**src/rtl/instruction_loader_pkg.sv**
```systemverilog
// Shared CPU definitions used by the instruction loader: loader FSM encoding,
// the word size, and the big-endian byte lane selector.
package instruction_loader_pkg;

    localparam int unsigned WORD_BYTES = 4;

    typedef enum logic [1:0] {
        IDLE,
        ACCEPT,
        WRITE,
        DONE
    } load_state_t;

    // Byte 0 is the most significant byte of the word (big-endian memory image).
    function automatic logic [7:0] word_byte(input logic [31:0] word, input logic [1:0] idx);
        logic [7:0] b;
        b = '0;
        case (idx)
            2'd0: b = word[31:24];
            2'd1: b = word[23:16];
            2'd2: b = word[15:8];
            2'd3: b = word[7:0];
            default: b = '0;
        endcase
        return b;
    endfunction

endpackage

```
**src/rtl/instruction_loader_if.sv**
```systemverilog
// Word stream from the load source plus the byte-wide write port into
// instruction memory, as seen by the loader (slave) and its environment (master).
interface instruction_loader_if #(
    parameter int unsigned ADDR_W = 32
);
    logic              in_valid;
    logic [31:0]       in_data;
    logic              in_last;
    logic              in_ready;
    logic              mem_we;
    logic [ADDR_W-1:0] mem_addr;
    logic [7:0]        mem_wdata;

    modport master (
        output in_valid,
        output in_data,
        output in_last,
        input  in_ready,
        input  mem_we,
        input  mem_addr,
        input  mem_wdata
    );

    modport slave (
        input  in_valid,
        input  in_data,
        input  in_last,
        output in_ready,
        output mem_we,
        output mem_addr,
        output mem_wdata
    );
endinterface

```
**src/rtl/instruction_loader.sv**
```systemverilog
// Loads a stream of 32-bit instruction words into byte-wide instruction memory,
// one byte per cycle, then releases the CPU pipeline when the session is clean.
module instruction_loader
    import instruction_loader_pkg::*;
#(
    parameter int unsigned DEPTH_BYTES = 48,
    parameter int unsigned ADDR_W      = 32
) (
    input  logic                  clk,
    input  logic                  rst_n,
    input  logic                  load_start,
    instruction_loader_if.slave   bus,
    output logic                  busy,
    output logic                  done,
    output logic                  cpu_run,
    output logic                  overflow
);

    // Highest pointer at which a whole word still fits in memory.
    localparam logic [ADDR_W-1:0] LAST_WORD_PTR = ADDR_W'(DEPTH_BYTES - WORD_BYTES);
    localparam logic [ADDR_W-1:0] WORD_STEP     = ADDR_W'(WORD_BYTES);
    localparam logic [ADDR_W-1:0] BYTE_STEP     = ADDR_W'(1);

    load_state_t       state;
    logic [ADDR_W-1:0] ptr;
    logic [31:0]       word_q;
    logic              last_q;
    logic [1:0]        byte_cnt;

    always_ff @(posedge clk or negedge rst_n) begin
        if (!rst_n) begin
            state         <= IDLE;
            ptr           <= '0;
            word_q        <= '0;
            last_q        <= 1'b0;
            byte_cnt      <= '0;
            bus.in_ready  <= 1'b0;
            bus.mem_we    <= 1'b0;
            bus.mem_addr  <= '0;
            bus.mem_wdata <= '0;
            busy          <= 1'b0;
            done          <= 1'b0;
            cpu_run       <= 1'b0;
            overflow      <= 1'b0;
        end else begin
            case (state)
                IDLE, DONE: begin
                    if (load_start) begin
                        state        <= ACCEPT;
                        ptr          <= '0;
                        done         <= 1'b0;
                        overflow     <= 1'b0;
                        cpu_run      <= 1'b0;
                        busy         <= 1'b1;
                        bus.in_ready <= 1'b1;
                    end
                end

                ACCEPT: begin
                    if (bus.in_valid) begin
                        bus.in_ready <= 1'b0;
                        if (ptr <= LAST_WORD_PTR) begin
                            // First byte goes out on the cycle right after the handshake.
                            state         <= WRITE;
                            word_q        <= bus.in_data;
                            last_q        <= bus.in_last;
                            byte_cnt      <= '0;
                            bus.mem_we    <= 1'b1;
                            bus.mem_addr  <= ptr;
                            bus.mem_wdata <= word_byte(bus.in_data, 2'd0);
                        end else begin
                            state    <= DONE;
                            overflow <= 1'b1;
                            busy     <= 1'b0;
                            done     <= 1'b1;
                            cpu_run  <= 1'b0;
                        end
                    end
                end

                WRITE: begin
                    if (byte_cnt == 2'd3) begin
                        bus.mem_we <= 1'b0;
                        ptr        <= ptr + WORD_STEP;
                        if (last_q) begin
                            state   <= DONE;
                            busy    <= 1'b0;
                            done    <= 1'b1;
                            cpu_run <= ~overflow;
                        end else begin
                            state        <= ACCEPT;
                            bus.in_ready <= 1'b1;
                        end
                    end else begin
                        byte_cnt      <= byte_cnt + 2'd1;
                        bus.mem_addr  <= bus.mem_addr + BYTE_STEP;
                        bus.mem_wdata <= word_byte(word_q, byte_cnt + 2'd1);
                    end
                end

                default: state <= IDLE;
            endcase
        end
    end

endmodule

```
**src/flat_wrapper.sv**
```systemverilog
// flat-port wrapper written by rule: the top's interface ports become plain ports
module instruction_loader_flat import instruction_loader_pkg::*;
#(
    parameter int unsigned DEPTH_BYTES = 48,
    parameter int unsigned ADDR_W      = 32
)
  (clk, rst_n, load_start, busy, done, cpu_run, overflow, bus_in_valid, bus_in_data, bus_in_last, bus_in_ready, bus_mem_we, bus_mem_addr, bus_mem_wdata);
  instruction_loader_if #(.ADDR_W(ADDR_W)) bus_i ();
  input  logic clk;
  input  logic rst_n;
  input  logic load_start;
  output logic busy;
  output logic done;
  output logic cpu_run;
  output logic overflow;
  input wire logic [$bits(bus_i.in_valid)-1:0] bus_in_valid;
  input wire logic [$bits(bus_i.in_data)-1:0] bus_in_data;
  input wire logic [$bits(bus_i.in_last)-1:0] bus_in_last;
  output wire logic [$bits(bus_i.in_ready)-1:0] bus_in_ready;
  output wire logic [$bits(bus_i.mem_we)-1:0] bus_mem_we;
  output wire logic [$bits(bus_i.mem_addr)-1:0] bus_mem_addr;
  output wire logic [$bits(bus_i.mem_wdata)-1:0] bus_mem_wdata;
  assign bus_i.in_valid = bus_in_valid;
  assign bus_i.in_data = bus_in_data;
  assign bus_i.in_last = bus_in_last;
  assign bus_in_ready = bus_i.in_ready;
  assign bus_mem_we = bus_i.mem_we;
  assign bus_mem_addr = bus_i.mem_addr;
  assign bus_mem_wdata = bus_i.mem_wdata;
  instruction_loader #(.DEPTH_BYTES(DEPTH_BYTES), .ADDR_W(ADDR_W)) u_core (.clk(clk), .rst_n(rst_n), .load_start(load_start), .bus(bus_i), .busy(busy), .done(done), .cpu_run(cpu_run), .overflow(overflow));
endmodule
```
**config.mk**
```make
export PLATFORM = sky130hd
export DESIGN_NAME = instruction_loader_flat
export DESIGN_NICKNAME = d
export VERILOG_FILES = /design/src/rtl/instruction_loader_pkg.sv /design/src/rtl/instruction_loader_if.sv /design/src/rtl/instruction_loader.sv /design/src/flat_wrapper.sv
export SDC_FILE = /design/constraint.sdc
export NUM_CORES = 1
export LEC_CHECK = 0
export BUFFER_PORTS_ARGS = -buffer_cell sky130_fd_sc_hd__clkbuf_2
export CELL_PAD_IN_SITES_DETAIL_PLACEMENT = 0
export CELL_PAD_IN_SITES_GLOBAL_PLACEMENT = 1
export CORE_MARGIN = 5
export CORE_UTILIZATION = 40
export CTS_CLUSTER_DIAMETER = 60
export DETAILED_ROUTE_END_ITERATION = 6
export PLACE_DENSITY_LB_ADDON = 0.12
export SLEW_MARGIN = 5
export SYNTH_ARGS = -nofsm -noshare
export SYNTH_HDL_FRONTEND = slang
export SYNTH_SLANG_ARGS = --single-unit
```
**constraint.sdc**
```tcl
create_clock -name clk -period 2.38 [get_ports clk]
set_clock_uncertainty 0.05 [all_clocks]
set_input_delay 0.238 -clock clk [delete_from_list [all_inputs] [get_ports clk]]
set_output_delay 0.238 -clock clk [all_outputs]
set_load 0.05 [all_outputs]
```
## Word level (Yosys, flattened, before mapping)

Cells that the tools add are included.
Widths: inputs -> output; s select.

| word-level totals | value |
|---|---|
| input bits | 37 |
| logic and storage cells | 93 |
| output and inout port bits | 46 |
| bits in registers | 115 |

| cells by class | value |
|---|---|
| bitwise gates (word level) | 1 |
| reductions and logical operators | 14 |
| $lt $le $gt $ge | 1 |
| $add $sub $neg | 3 |
| multiplexer cells | 46 |
| equality and inequality tests | 15 |

Operator list:

| cell | count |
|---|---|
| $mux 32 | 5 |
| $pmux 32 s2 | 2 |
| $add 32x1->32 const B | 1 |
| $add 32x3->32 const B | 1 |
| $le 32x6->1 const B | 1 |
| $pmux 8 s4 | 1 |
| $mux 8 | 3 |
| $mux 1 | 19 |
| $pmux 8 s2 | 1 |
| $reduce_and 4->1 | 4 |
| $mux 2 | 7 |
| $pmux 1 s3 | 4 |
| $eq 2x2->1 const B | 5 |
| $ne 2x2->1 const B | 5 |
| $reduce_and 3->1 | 3 |
| $ne 2x1->1 const B | 3 |
| $pmux 2 s3 | 1 |
| $reduce_bool 2->1 | 3 |
| $reduce_and 5->1 | 1 |
| $eq 2x1->1 const B | 2 |
| $logic_not 2->1 | 2 |
| $pmux 1 s2 | 2 |
| $pmux 2 s2 | 1 |
| $add 2x1->2 const B | 1 |
| 2 further kinds | 2 |

## Depth between registers and ports, before layout

| depth | value |
|---|---|
| depth after elaboration | 5 |
| mapped depth | 10 |
| depth with buffers taken out | 7 |

## Worst setup path before layout

No wires, ideal clock.

| timing path | value |
|---|---|
| path kind | reg2reg |
| from | reg u_core.state[0] |
| to | reg u_core.ptr[27] |
| setup time | 78 ps |
| cell stages (with the launch flop) | 10 |
| path buffers | 2 |
| path slack | -250 ps |
| required time | 2252 ps |
| arrival | 2502 ps |
| clock period less this slack | 2630 ps |
| path through | dfrtp_1 inv_1 ha_1 mux2i_1 or4_1 buf_2 or3_1 buf_2 or4_1 a21oi_1 |

| on the way | value |
|---|---|
| cells in the longest elaborated chain, start to end | 4 |
| elaborated cells between the ends (all ways) | 9 |
| those cells by class | eq/ne: 4; mux: 1; reduce/logical: 4 |

Ends and longest elaborated chain:

| element | line | RTL |
|---|---|---|
| start, declared | instruction_loader.sv:24 | `load_state_t state;` |
| start signal, assigned | instruction_loader.sv:32 | `state <= IDLE;` |
| start signal, assigned | instruction_loader.sv:49 | `state <= ACCEPT;` |
| start signal, assigned | instruction_loader.sv:64 | `state <= WRITE;` |
| $eq 2x2->1 or $logic_not 2->1 (tied branches) | instruction_loader.sv:46 | `case (state)` |
| $reduce_or 2->1 | instruction_loader.sv:46 |  |
| $ne 2x2->1 (no line) or $reduce_bool 2->1 (tied branches) | - |  |
| $reduce_and 3->1 (no line) | - |  |
| end signal, assigned | instruction_loader.sv:84 | `ptr <= ptr + WORD_STEP;` |
| end, declared | instruction_loader.sv:25 | `logic [ADDR_W-1:0] ptr;` |

Several ways; a longest one is shown, not always the timed one.
A chain may end at the register's enable or synchronous reset.

## Worst setup path in the final report

| timing path | value |
|---|---|
| from | reg u_core.state[0] |
| to | reg u_core.ptr[25] |

Same word-level chain as after synthesis.

==> summary.md <==
| Metric | Value |
|---|---|
| Status | complete, but fails checks |
| Failing checks | negative setup slack |
| Post-synthesis async set-or-reset flop share | 100.0% |
| DR DRC count | 0 |
| Initial antenna violation count | 0 |
| Cells after synthesis | about 680 |
| Hold Vio Cnt, Final | 0 |
| Combinational share of power | 43.9% |
| GRT overflow | 0 |
| CP max stage cell | or4_4 |
| Routed Antenna Nets | 0 |
| PwrDens | 1149 nW/µm² |
| Initial core utilization | roughly two fifths |
| Share of layout cells above drive strength 1 | 30.66% |
| Hold EP | u_core.word_q[11]$_DFFE_PN0P_ |
| Tot GR Track Use | 23.17% |
| EDFF count, synth | 0 |
| Synth top cells by count | dfrtp_1 (113), o21ai_0 (62), nand2_1 (61) |
| Leak pwr | 0.003668 µW |
| Num CTS Buffers | 17 |
| R2R Setup Slk | -0.07 ns |
| Layout Cells excl Fill | 1077 |
| Root Driver | clkbuf_16 |
| WP data required | 2.68 ns |
| Vias in the first global route | 6244 |
| CTS tree | built |
| Relative slew slack | 54.08% |
| # diodes | 0 |
| Critical Path Max Stage Delay | 0.50 ns |
| Crit path buf inv count | 2 |
| Syn avg cell area | roughly 9.4 µm² |
| Die height | 135.7 µm |
| Peak VDD IR | 0.6546 mV |
| H-Tree Depth | 4 |
| Final #Nets | 893 |
| Total wire length | 20.71 mm |
| Setup TNS | -0.1572 ns |
| Num Clock Sinks | about 110 |
| Clock power frac | 27.6% |
| Mapped Area | approximately 6300 µm² |
| Ys Warns | 0 |
| Tmin final | 2.447 ns |
| Routed len/inst | approximately 19 µm |
| Sw Share | 41.68% |
| CP arrival | around 2.8 ns |
| P_sw | 4087 µW |
| Post-synth top area share | 44.73% |
| Largest net degree at the start of global routing | 54 |
| Num rows | 46 |
| CP most frequent cell | or3_4 |
| Final instance area | 8534 µm² |
| Max-Cap Viols | 0 |
| Die area | about 18000 µm² |
| Dominant cells by area after synthesis | dfrtp_1 (45%), mux2_2 (6.4%), o21ai_0 (4.9%) |
| Die width | 135.7 µm |
| Layout area overhead | 35.02% |
| FF+latch count, synth | ~110 |
| DP Worst Slack | -0.1061 ns |
| DRT Pass-1 Iters | 5 |
| Largest area contributor in the netlist | dfrtp_1 |
| Worst r2r src | u_core.state[0]$_DFFE_PN0P_ |
| DR vias/cell | 5.773 |
| Hold path start | bus_in_data[11] |
| Critical path startpoint category | flop |
| # setup viols final | 6 |
| IO Count | a little over 80 |
| DP HPWL | 14.99 mm |
| Core ar. | 15710 µm² |
| Internal Pwr Total | roughly 5700 µW |
| Cell with the most instances after synthesis | dfrtp_1 |
| Sequential area share after synthesis | 44.73% |
| Worst-path clk slew | about 0.060 ns |
| Setup repair after global routing missed its margin | true |
| Crit path max-delay family | simple AND/OR/NAND/NOR gates |
| Netlist cell types | between 50 and 60 |
| Critical path class | flop to flop |
| Cells along the critical path | inv_2 -> ha_4 -> mux2i_2 -> or4_4 -> or3_4 -> buf_6 -> or3_4 -> a21oi_2 |
| Final Slew Violations | 0 |
| Post-DP Area | around 7600 µm² |
| Hold/Removal Path Class | primary input to flop |
| Final worst slack | -0.06698 ns |
| Crit Path Max Fanout | 6 |
| Sequential Power Share | between 20 and 30% |
| Placer Congestion | 0.9025 |
| Worst-Margin Slew | 0.6872 ns |
| Syn_nets | 720 |
| Hold Path Stages | 2 |
| Critical R2R Capture | u_core.ptr[25]$_DFFE_PN0P_ |
| Clock buffer depth | 2 |
| Post-synth top flop | dfrtp_1 |
| Worst-Skew Late Latency | about 0.42 ns |
| Setup crit end kind | flop |
| First-pass GRT wire length | 33.45 mm |
| Vias | 6218 |
| Max Clock Freq | 0.4087 GHz |
| Reg2reg path depth | 8 |
| Fin Hold WS | approximately 0.017 ns |
| Placed cell count | around 1000 |
| PortBufs | 82 |
| Crit share post-route | 102.8% |
| 1st-iter DRT viols | 578 |
[placed cells by master (no fill, tap or decap), types with 7 or more instances in the layout]
cell type / count
and4_1: 8
nand3_1: 24
a21oi_1: 25
dlygate4sd3_1: 23
nand4_1: 21
nand2_1: 61
mux2i_1: 12
a222oi_1: 8
dfrtp_1: 113
o31ai_1: 11
or4_1: 9
and2_1: 10
nor4_1: 16
o21ai_0: 62
nor3_1: 20
mux2_2: 36
clkbuf_16: 17
o41ai_1: 9
clkbuf_2: 81
a22o_1: 7
a221o_1: 11
ha_1: 7
a211oi_1: 10
nor2_1: 32
buf_4: 92
and3_1: 12
or3_1: 10
inv_1: 20
[kinds of logic (layout without fill, tap and decap cells)]
family,Yosys count,after routing,synth area share [%]
simple gates,242,242,19.93
compound gates,184,184,19.60
flops,113,113,44.73
buf+inv,68,254,4.157
mux,49,49,8.472
xor+xnor,11,11,1.524
fa+ha+maj,8,8,1.584
[sequential cells by signal, indices dropped and copies added, names as in the netlist, 2 cells and up]
register              flops
u_core.bus.mem_addr      32
u_core.word_q            32
u_core.ptr               30
u_core.bus.mem_wdata      8
u_core.byte_cnt           2
u_core.state              2
[per-layer routing]
layer,share of wire (%),vias to the layer above,GRT usage (%)
li1,-,2923,-
met1,47,3030,33.66
met2,45,240,35.34
met3,5.9,25,4.123
met4,1.4,0,6.999
met5,0,-,0
[power groups by stage]
stage	registers [µW]	clock network (µW)	logic (µW)
2_1_floorplan	3390	0	2020
3_3_place_gp	2790	0	4140
3_5_place_dp	2820	0	4200
4_1_cts	2780	2760	4290
5_1_grt	2850	2840	4630
6_report	2790	2710	4310
[timing repair]
item | CTS | global route
buffers inserted | 3 | 2
hold buffers | 23 | 0
endpoints found under the setup margin | 50 | 20
pin swaps | 2 | 2
endpoints found under the hold margin | 45 | 0
resized for setup | 9 | 3
[how the worst max path moves through the flow]
| stage | cells after the start | startpoint | slack (ns) | end |
|---|---|---|---|---|
| after floorplan | 9 | u_core.state[0]$_DFFE_PN0P_ | -0.15 | u_core.ptr[27]$_DFFE_PN0P_ |
| after global placement | 6 | u_core.ptr[23]$_DFFE_PN0P_ | -0.08 | u_core.bus.mem_addr[3]$_DFFE_PN0P_ |
| after detailed placement | 6 | u_core.ptr[23]$_DFFE_PN0P_ | -0.11 | u_core.bus.mem_addr[2]$_DFFE_PN0P_ |
| after CTS | 8 | u_core.state[0]$_DFFE_PN0P_ | -0.1 | u_core.ptr[25]$_DFFE_PN0P_ |
| after global routing | 8 | u_core.state[0]$_DFFE_PN0P_ | -0.11 | u_core.ptr[25]$_DFFE_PN0P_ |
| final | 8 | u_core.state[0]$_DFFE_PN0P_ | -0.07 | u_core.ptr[25]$_DFFE_PN0P_ |
[final cells by class]
type,count,area (µm²)
Sequential cell,113,2828
Inverter,21,78.83
Clock inverter,15,197.7
Tap cell,216,270.3
Clock buffer,17,425.4
Multi-Input combinational cell,494,3317
Timing Repair Buffer,201,1418
Fill cell,1426,7178
[through the flow]
step	total power, µW	util, %
2_1_floorplan	5409	-
3_3_place_gp	6928	48.32
3_5_place_dp	7023	48.32
4_1_cts	9838	54.14
5_1_grt	10320	54.32
6_report	9805	54.32
(Power assumes the default switching activity.)
